==> config.mk <==
export PLATFORM = sky130hd
export DESIGN_NAME = clk_div_bank
export DESIGN_NICKNAME = d
export VERILOG_FILES = /design/src/rtl/clk_div_pkg.sv /design/src/rtl/clk_div_ch.sv /design/src/rtl/clk_div_bank.sv
export SDC_FILE = /design/constraint.sdc
export NUM_CORES = 1
export LEC_CHECK = 0
export CAP_MARGIN = 20
export CELL_PAD_IN_SITES_DETAIL_PLACEMENT = 1
export CELL_PAD_IN_SITES_GLOBAL_PLACEMENT = 1
export CORE_ASPECT_RATIO = 0.5
export CORE_MARGIN = 2
export CORE_UTILIZATION = 39
export DETAILED_ROUTE_END_ITERATION = 8
export PLACE_DENSITY_LB_ADDON = 0.08
export SKIP_CTS_REPAIR_TIMING = 1
export SLEW_MARGIN = 20
export SYNTH_ARGS = -nofsm -noshare
export SYNTH_HDL_FRONTEND = slang
export SYNTH_SLANG_ARGS = --single-unit
==> constraint.sdc <==
create_clock -name ref_clk_i -period 9.52 [get_ports ref_clk_i]
set_input_delay 0.952 -clock ref_clk_i [delete_from_list [all_inputs] [get_ports ref_clk_i]]
set_output_delay 0.952 -clock ref_clk_i [all_outputs]
set_load 0.03 [all_outputs]
==> src/rtl/clk_div_pkg.sv <==
// Shared definitions for the clock divider bank: register map, STATUS layout,
// ID encoding and the per-channel divider phase encoding.
package clk_div_pkg;

  localparam logic [1:0] ADDR_DIV    = 2'd0;
  localparam logic [1:0] ADDR_CTRL   = 2'd1;
  localparam logic [1:0] ADDR_STATUS = 2'd2;
  localparam logic [1:0] ADDR_ID     = 2'd3;

  localparam int CTRL_EN   = 0;
  localparam int STAT_LOCK = 0;
  localparam int STAT_EN   = 1;
  localparam int STAT_PEND = 2;

  localparam logic [31:0] ID_BASE = 32'h000C_0000;

  // Encoding keeps clk_o a single AND of two flops whose transitions are monotonic.
  typedef enum logic [1:0] {
    DIV_OFF  = 2'b00,
    DIV_LOW  = 2'b10,
    DIV_HIGH = 2'b11
  } div_state_e;

  function automatic logic [31:0] make_id(input int ch, input int num_ch);
    return ID_BASE | (32'(ch) << 8) | 32'(num_ch);
  endfunction

endpackage

==> src/rtl/clk_div_ch.sv <==
// One divided-clock channel: config registers with req/ack handshake,
// glitch-free 50% divider and lock counter.
module clk_div_ch
  import clk_div_pkg::*;
#(
  parameter int CH_IDX   = 0,
  parameter int NUM_CH   = 3,
  parameter int DIV_W    = 8,
  parameter int DIV_RST  = 1,
  parameter int LOCK_CYC = 4
) (
  input  logic        clk,
  input  logic        rst_n,
  input  logic        req,
  input  logic [1:0]  add,
  input  logic        wrn,
  input  logic [31:0] wdata,
  output logic        ack,
  output logic [31:0] rdata,
  output logic        clk_out,
  output logic        lock
);

  localparam int              LW       = $clog2(LOCK_CYC + 1);
  localparam logic [LW-1:0]   LOCK_MAX = LW'(LOCK_CYC);

  logic             req_q;
  logic             ack_q;
  logic [31:0]      rdata_q;
  logic [31:0]      rd_val;
  logic [DIV_W-1:0] div_reg_q;
  logic [DIV_W-1:0] div_q;
  logic [DIV_W-1:0] d_eff;
  logic [DIV_W-1:0] cnt_q;
  logic             en_q;
  logic             pend_q;
  logic [LW-1:0]    lock_cnt_q;
  div_state_e       state_q;
  div_state_e       state_d;

  logic req_rise;
  logic wr;
  logic rd;
  logic phase_end;
  logic rise;
  logic fall;
  logic apply;
  logic wdata_unused;

  assign wdata_unused = &{1'b0, wdata};

  assign req_rise  = req & ~req_q;
  assign wr        = req_rise & ~wrn;
  assign rd        = req_rise & wrn;
  assign d_eff     = (div_q == '0) ? DIV_W'(1) : div_q;
  assign phase_end = (cnt_q >= (d_eff - DIV_W'(1)));

  // Divider phase: state register
  always_ff @(posedge clk or negedge rst_n) begin
    // NOTE: non-blocking assignments so every flop samples pre-edge values regardless of block order.
    if (!rst_n) begin
      state_q <= DIV_OFF;
    end else begin
      state_q <= state_d;
    end
  end

  // Divider phase: next-state logic
  always_comb begin
    // NOTE: default assignment first, so no branch can leave state_d unassigned and infer a latch.
    state_d = state_q;
    unique case (state_q)
      DIV_OFF:  if (en_q) state_d = DIV_HIGH;
      DIV_HIGH: if (phase_end) state_d = en_q ? DIV_LOW : DIV_OFF;
      DIV_LOW: begin
        if (!en_q)          state_d = DIV_OFF;
        else if (phase_end) state_d = DIV_HIGH;
      end
      default:  state_d = DIV_OFF;
    endcase
  end

  // Divider phase: outputs and edge events
  always_comb begin
    clk_out = (state_q == DIV_HIGH);
    rise    = (state_d == DIV_HIGH) && (state_q != DIV_HIGH);
    fall    = (state_q == DIV_HIGH) && (state_d != DIV_HIGH);
    // A new divider is only swapped in at a falling edge or while stopped.
    apply   = pend_q && (fall || (state_q == DIV_OFF));
  end

  always_ff @(posedge clk or negedge rst_n) begin
    if (!rst_n) begin
      cnt_q      <= '0;
      div_q      <= DIV_W'(DIV_RST);
      lock_cnt_q <= '0;
    end else begin
      if ((state_d != state_q) || (state_d == DIV_OFF)) cnt_q <= '0;
      else                                               cnt_q <= cnt_q + DIV_W'(1);

      if (apply) div_q <= div_reg_q;

      if (state_d == DIV_OFF)                  lock_cnt_q <= '0;
      else if (apply)                          lock_cnt_q <= rise ? LW'(1) : '0;
      else if (rise && lock_cnt_q != LOCK_MAX) lock_cnt_q <= lock_cnt_q + LW'(1);
    end
  end

  assign lock = (lock_cnt_q == LOCK_MAX) && !pend_q;

  always_comb begin
    rd_val = '0;
    unique case (add)
      ADDR_DIV:    rd_val[DIV_W-1:0] = div_reg_q;
      ADDR_CTRL:   rd_val[CTRL_EN]   = en_q;
      ADDR_STATUS: begin
        rd_val[STAT_PEND] = pend_q;
        rd_val[STAT_EN]   = en_q;
        rd_val[STAT_LOCK] = lock;
      end
      ADDR_ID:     rd_val = make_id(CH_IDX, NUM_CH);
      default:     rd_val = '0;
    endcase
  end

  always_ff @(posedge clk or negedge rst_n) begin
    if (!rst_n) begin
      // Reset to 1 so a request held across reset is not taken as a new edge.
      req_q     <= 1'b1;
      ack_q     <= 1'b0;
      rdata_q   <= '0;
      div_reg_q <= DIV_W'(DIV_RST);
      en_q      <= 1'b1;
      pend_q    <= 1'b0;
    end else begin
      req_q <= req;
      ack_q <= req_rise;
      if (apply) pend_q <= 1'b0;
      if (wr) begin
        unique case (add)
          ADDR_DIV: begin
            div_reg_q <= wdata[DIV_W-1:0];
            pend_q    <= 1'b1;
          end
          ADDR_CTRL: en_q <= wdata[CTRL_EN];
          default: ;
        endcase
      end
      if (rd) rdata_q <= rd_val;
    end
  end

  assign ack   = ack_q;
  assign rdata = rdata_q;

endmodule

==> src/rtl/clk_div_bank.sv <==
// Bank of independent divided-clock channels sharing one reference clock
// and reset; each channel has its own config port.
module clk_div_bank #(
  parameter int NUM_CH   = 3,
  parameter int DIV_W    = 8,
  parameter int DIV_RST  = 1,
  parameter int LOCK_CYC = 4
) (
  input  logic                  ref_clk_i,
  input  logic                  rstn_glob_i,
  output logic [NUM_CH-1:0]     clk_o,
  input  logic [NUM_CH-1:0]     cfg_req_i,
  output logic [NUM_CH-1:0]     cfg_ack_o,
  input  logic [2*NUM_CH-1:0]   cfg_add_i,
  input  logic [NUM_CH-1:0]     cfg_wrn_i,
  input  logic [32*NUM_CH-1:0]  cfg_data_i,
  output logic [32*NUM_CH-1:0]  cfg_r_data_o,
  output logic [NUM_CH-1:0]     cfg_lock_o
);

  for (genvar g = 0; g < NUM_CH; g++) begin : g_ch
    clk_div_ch #(
      .CH_IDX   (g),
      .NUM_CH   (NUM_CH),
      .DIV_W    (DIV_W),
      .DIV_RST  (DIV_RST),
      .LOCK_CYC (LOCK_CYC)
    ) u_ch (
      .clk     (ref_clk_i),
      .rst_n   (rstn_glob_i),
      .req     (cfg_req_i[g]),
      .add     (cfg_add_i[2*g +: 2]),
      .wrn     (cfg_wrn_i[g]),
      .wdata   (cfg_data_i[32*g +: 32]),
      .ack     (cfg_ack_o[g]),
      .rdata   (cfg_r_data_o[32*g +: 32]),
      .clk_out (clk_o[g]),
      .lock    (cfg_lock_o[g])
    );
  end

endmodule

==> impl_metrics.csv <==
group,metric,value,unit
critical_path,setup.worst_path.start_class,"flop",
die,start_util,40.0,%
timing,rsz0062_at_grt,"no",
timing,slew_headroom,43.9,%
pwr,p_int,1460,uW
clocking,clk_pin_slew,60,ps
global_route,grt_usage,16.4,%
global_route,antenna_found_initial,0,
synth,synth_area_leaders,"dfrtp_1 (41%), mux2_2 (8.7%), buf_4 (8.5%)",
cells_and_area,diodes,0,
synth,netlist-cell-type-count,65,
clocking,cts_tree,"yes",
detailed_routing,viasPerCell,4.80,
die,die_y,98.6,um
die,core,0.0174,mm2
critical_path,cp_max_fo,5,
job,maxCapViolCount,0,
clocking,clock_latency,420,ps
synth,synth.avg_cell_area,10.4,um2
critical_path,required,9810,ps
synth,syn_area,0.00698,mm2
die,rows,34,
synth,async_flop_share,100,%
placed_design,hpwl,10600,um
synth,synth_warnings,0,
clocking,ctsRootBufferMaster,"clkbuf_16",
synth,yosys_register_bits,126,
timing,finalWorstPathRequiredPeriod,3960,ps
placed_design,gp_congestion,0.768,
global_route,gr-total-overflow,0,
pwr,power.density,285,mW/mm2
worst_hold_path,min_path_cells,1,
timing,tightest_slew,842,ps
clocking,cts_buffer_depth,2,
critical_path,critical_path_class,"flop to flop",
pwr,p_sw,890,uW
detailed_routing,ant_nets,0,
die,io_pins,215,
detailed_routing,wl,14500,um
clocking,cts_max_level,4,
detailed_routing,drc,0,
die,die_x,193,um
synth,synthCells,673,
critical_path,ff2ff_path_depth,15,
timing,fin_setup_tns,0,ps
timing,final_max_slew_viol_count,0,
cells_and_area,mostFrequentLayoutCells,"dfrtp_1 (114), clkdlybuf4s50_1 (77), nand2_1 (76)",
pwr,netSwitchingFraction,38.0,%
detailed_routing,wl_per_cell,14.6,um
cells_and_area,final_nets,890,
global_route,grt_pass1_wl,24800,um
global_route,grt_pass1_vias,4869,
run_status,status,"finished, final reports clean",
die,dieArea,0.0191,mm2
cells_and_area,syn_to_final_growth,17.7,%
timing,finClkSkew,8.96,ps
detailed_routing,first_pass_iters,4,
timing,maxClockFrequency,252,MHz
synth,yosysSeqAreaShare,45.4,%
cells_and_area,multi_input_area,0.00333,mm2
worst_hold_path,hold_path.class,"flop to flop",
synth,synth.largest_area_cell,"dfrtp_1",
cells_and_area,fillCellCount,1937,
clocking,cts_sinks,126,
detailed_routing,drt_iter0_markers,144,
timing,fin_crit_sh,41.6,%
timing,setup_viol,0,
placed_design,dp.cells,959,
detailed_routing,vias,4757,
cells_and_area,ff_latch_area,0.00317,mm2
clocking,cts_buffers,17,
cells_and_area,layout_commonest_cell,"dfrtp_1",
synth,synth_edf_count,0,
synth,yosysTopAreaCellShare,40.9,%
pwr,ir_drop,0.143,mV
pwr,power_frac_clock,26.5,%
critical_path,arrival,4260,ps
pwr,seqPwrFrac,34.0,%
placed_design,io_buffers,78,
pwr,pwr-share-comb,39.5,%
timing,hold_viol,0,
cells_and_area,fin_cells,991,
cells_and_area,final_layout_size_suffix_gt1_share,14.9,%
critical_path,end_kind,"flop",
global_route,grt_max_degree,67,
pwr,leakage,0.00376,uW
synth,synth-main-ff-cell,"dfrtp_1",
[path summary, 6_finish.rpt]
kind | endpoint | slack (ps) | startpoint
max in group asynchronous | g_ch[1].u_ch.div_q[4] | 7550 | rstn_glob_i
min in group asynchronous | g_ch[1].u_ch.lock_cnt_q[1] | 620 | rstn_glob_i
min reg2reg | g_ch[1].u_ch.rdata[1] | 480 | g_ch[1].u_ch.rdata[1]
max reg2reg | g_ch[0].u_ch.lock_cnt_q[0] | 5560 | g_ch[0].u_ch.div_q[4]
max | g_ch[0].u_ch.lock_cnt_q[0] | 5560 | g_ch[0].u_ch.div_q[4]
min | g_ch[1].u_ch.rdata[1] | 480 | g_ch[1].u_ch.rdata[1]
[synthesized netlist by cell type, types with 3 or more instances]
master and number:
ha_1 36, o31ai_1 4, nand4_1 3, nand2b_1 10, xnor2_1 16, dfrtp_1 114
nand2_1 76, o21ai_0 41, and3_1 7, o22ai_1 3, xor2_1 19, mux2_2 54
nand3_1 17, o21ai_1 4, dfstp_2 12, mux2i_1 7, nor2_1 48, nor2b_1 10
a21oi_1 7, o21a_1 3, or3_1 3, a21o_1 6, inv_1 22, clkbuf_1 9
nand3b_1 4, nor4_1 4, nor3_1 7, buf_4 79
[state kept, by name (all words and copies together) (netlist names)]
signal,flops
g_ch.u_ch.ack,3
g_ch.u_ch.en_q,3
g_ch.u_ch.req_q,3
g_ch.u_ch.div_reg_q,24
g_ch.u_ch.cnt_q,24
g_ch.u_ch.div_q,24
g_ch.u_ch.lock_cnt_q,9
g_ch.u_ch.pend_q,3
g_ch.u_ch.rdata,27
g_ch.u_ch.state_q,6
[cells by family (layout without fill, tap and decap cells)]
kind of cell / count (synthesis) / count (layout) / synth area share [%]
mux: 61 / 61 / 9.71
other cells: 1 / 64 / 0.0537
compound gates: 95 / 95 / 9.30
flops: 126 / 126 / 45.4
fa+ha+maj: 36 / 36 / 6.45
simple gates: 207 / 207 / 14.3
buf+inv: 112 / 133 / 10.4
xor+xnor: 35 / 35 / 4.39
[layer usage]
metal	GRT usage [%]	part of all wire, %	vias to the layer above
li1	-	-	2317
met3	5.07	4.3	12
met1	20.6	45	2355
met2	27.1	49	73
met5	0	0	-
met4	5.28	0.98	0
[critical path, cell delays in order, from the launching register on]
cell and delay (ps):
dfrtp_1 420, or4_1 560, or3_1 360, nor2_1 120, nor2_1 80, ha_1 200
nand2b_1 100, nor4_1 60, xnor2_1 140, ha_1 290, a21o_1 180, a221o_1 410
and3_4 190, o21ai_0 240, a211oi_1 110, or3_1 360
[metrics by stage]
step           cell area [um2]  setup slack [ps]  utilization [%]  hold WS (ps)  total power, uW
2_1_floorplan             7220              5930                -           468             1520
3_3_place_gp              7650              5650             43.9           459             1710
3_5_place_dp              7650              5580             43.9           472             1740
4_1_cts                   8220              5550             47.1           486             2390
5_1_grt                   8220              5250             47.1           493             2540
6_report                  8220              5560             47.1           479             2350
[cell type report]
| class | instances | area share (%) |
|---|---|---|
| repair buffers | 79 | 9.56 |
| clock buffers | 17 | 5.18 |
| clock inverters | 15 | 1.67 |
| flip-flops and latches | 126 | 38.6 |
| inverters | 22 | 1.00 |
| well taps | 234 | 3.56 |
| multi-input cells | 498 | 40.5 |
[power by group through the flow]
stage	Clock (uW)	Combinational, uW	Sequential, uW
2_1_floorplan	0	727	791
3_3_place_gp	0	905	801
3_5_place_dp	0	932	808
4_1_cts	642	945	799
5_1_grt	668	1050	825
6_report	622	926	797
Power figures use the tool's default switching activity.
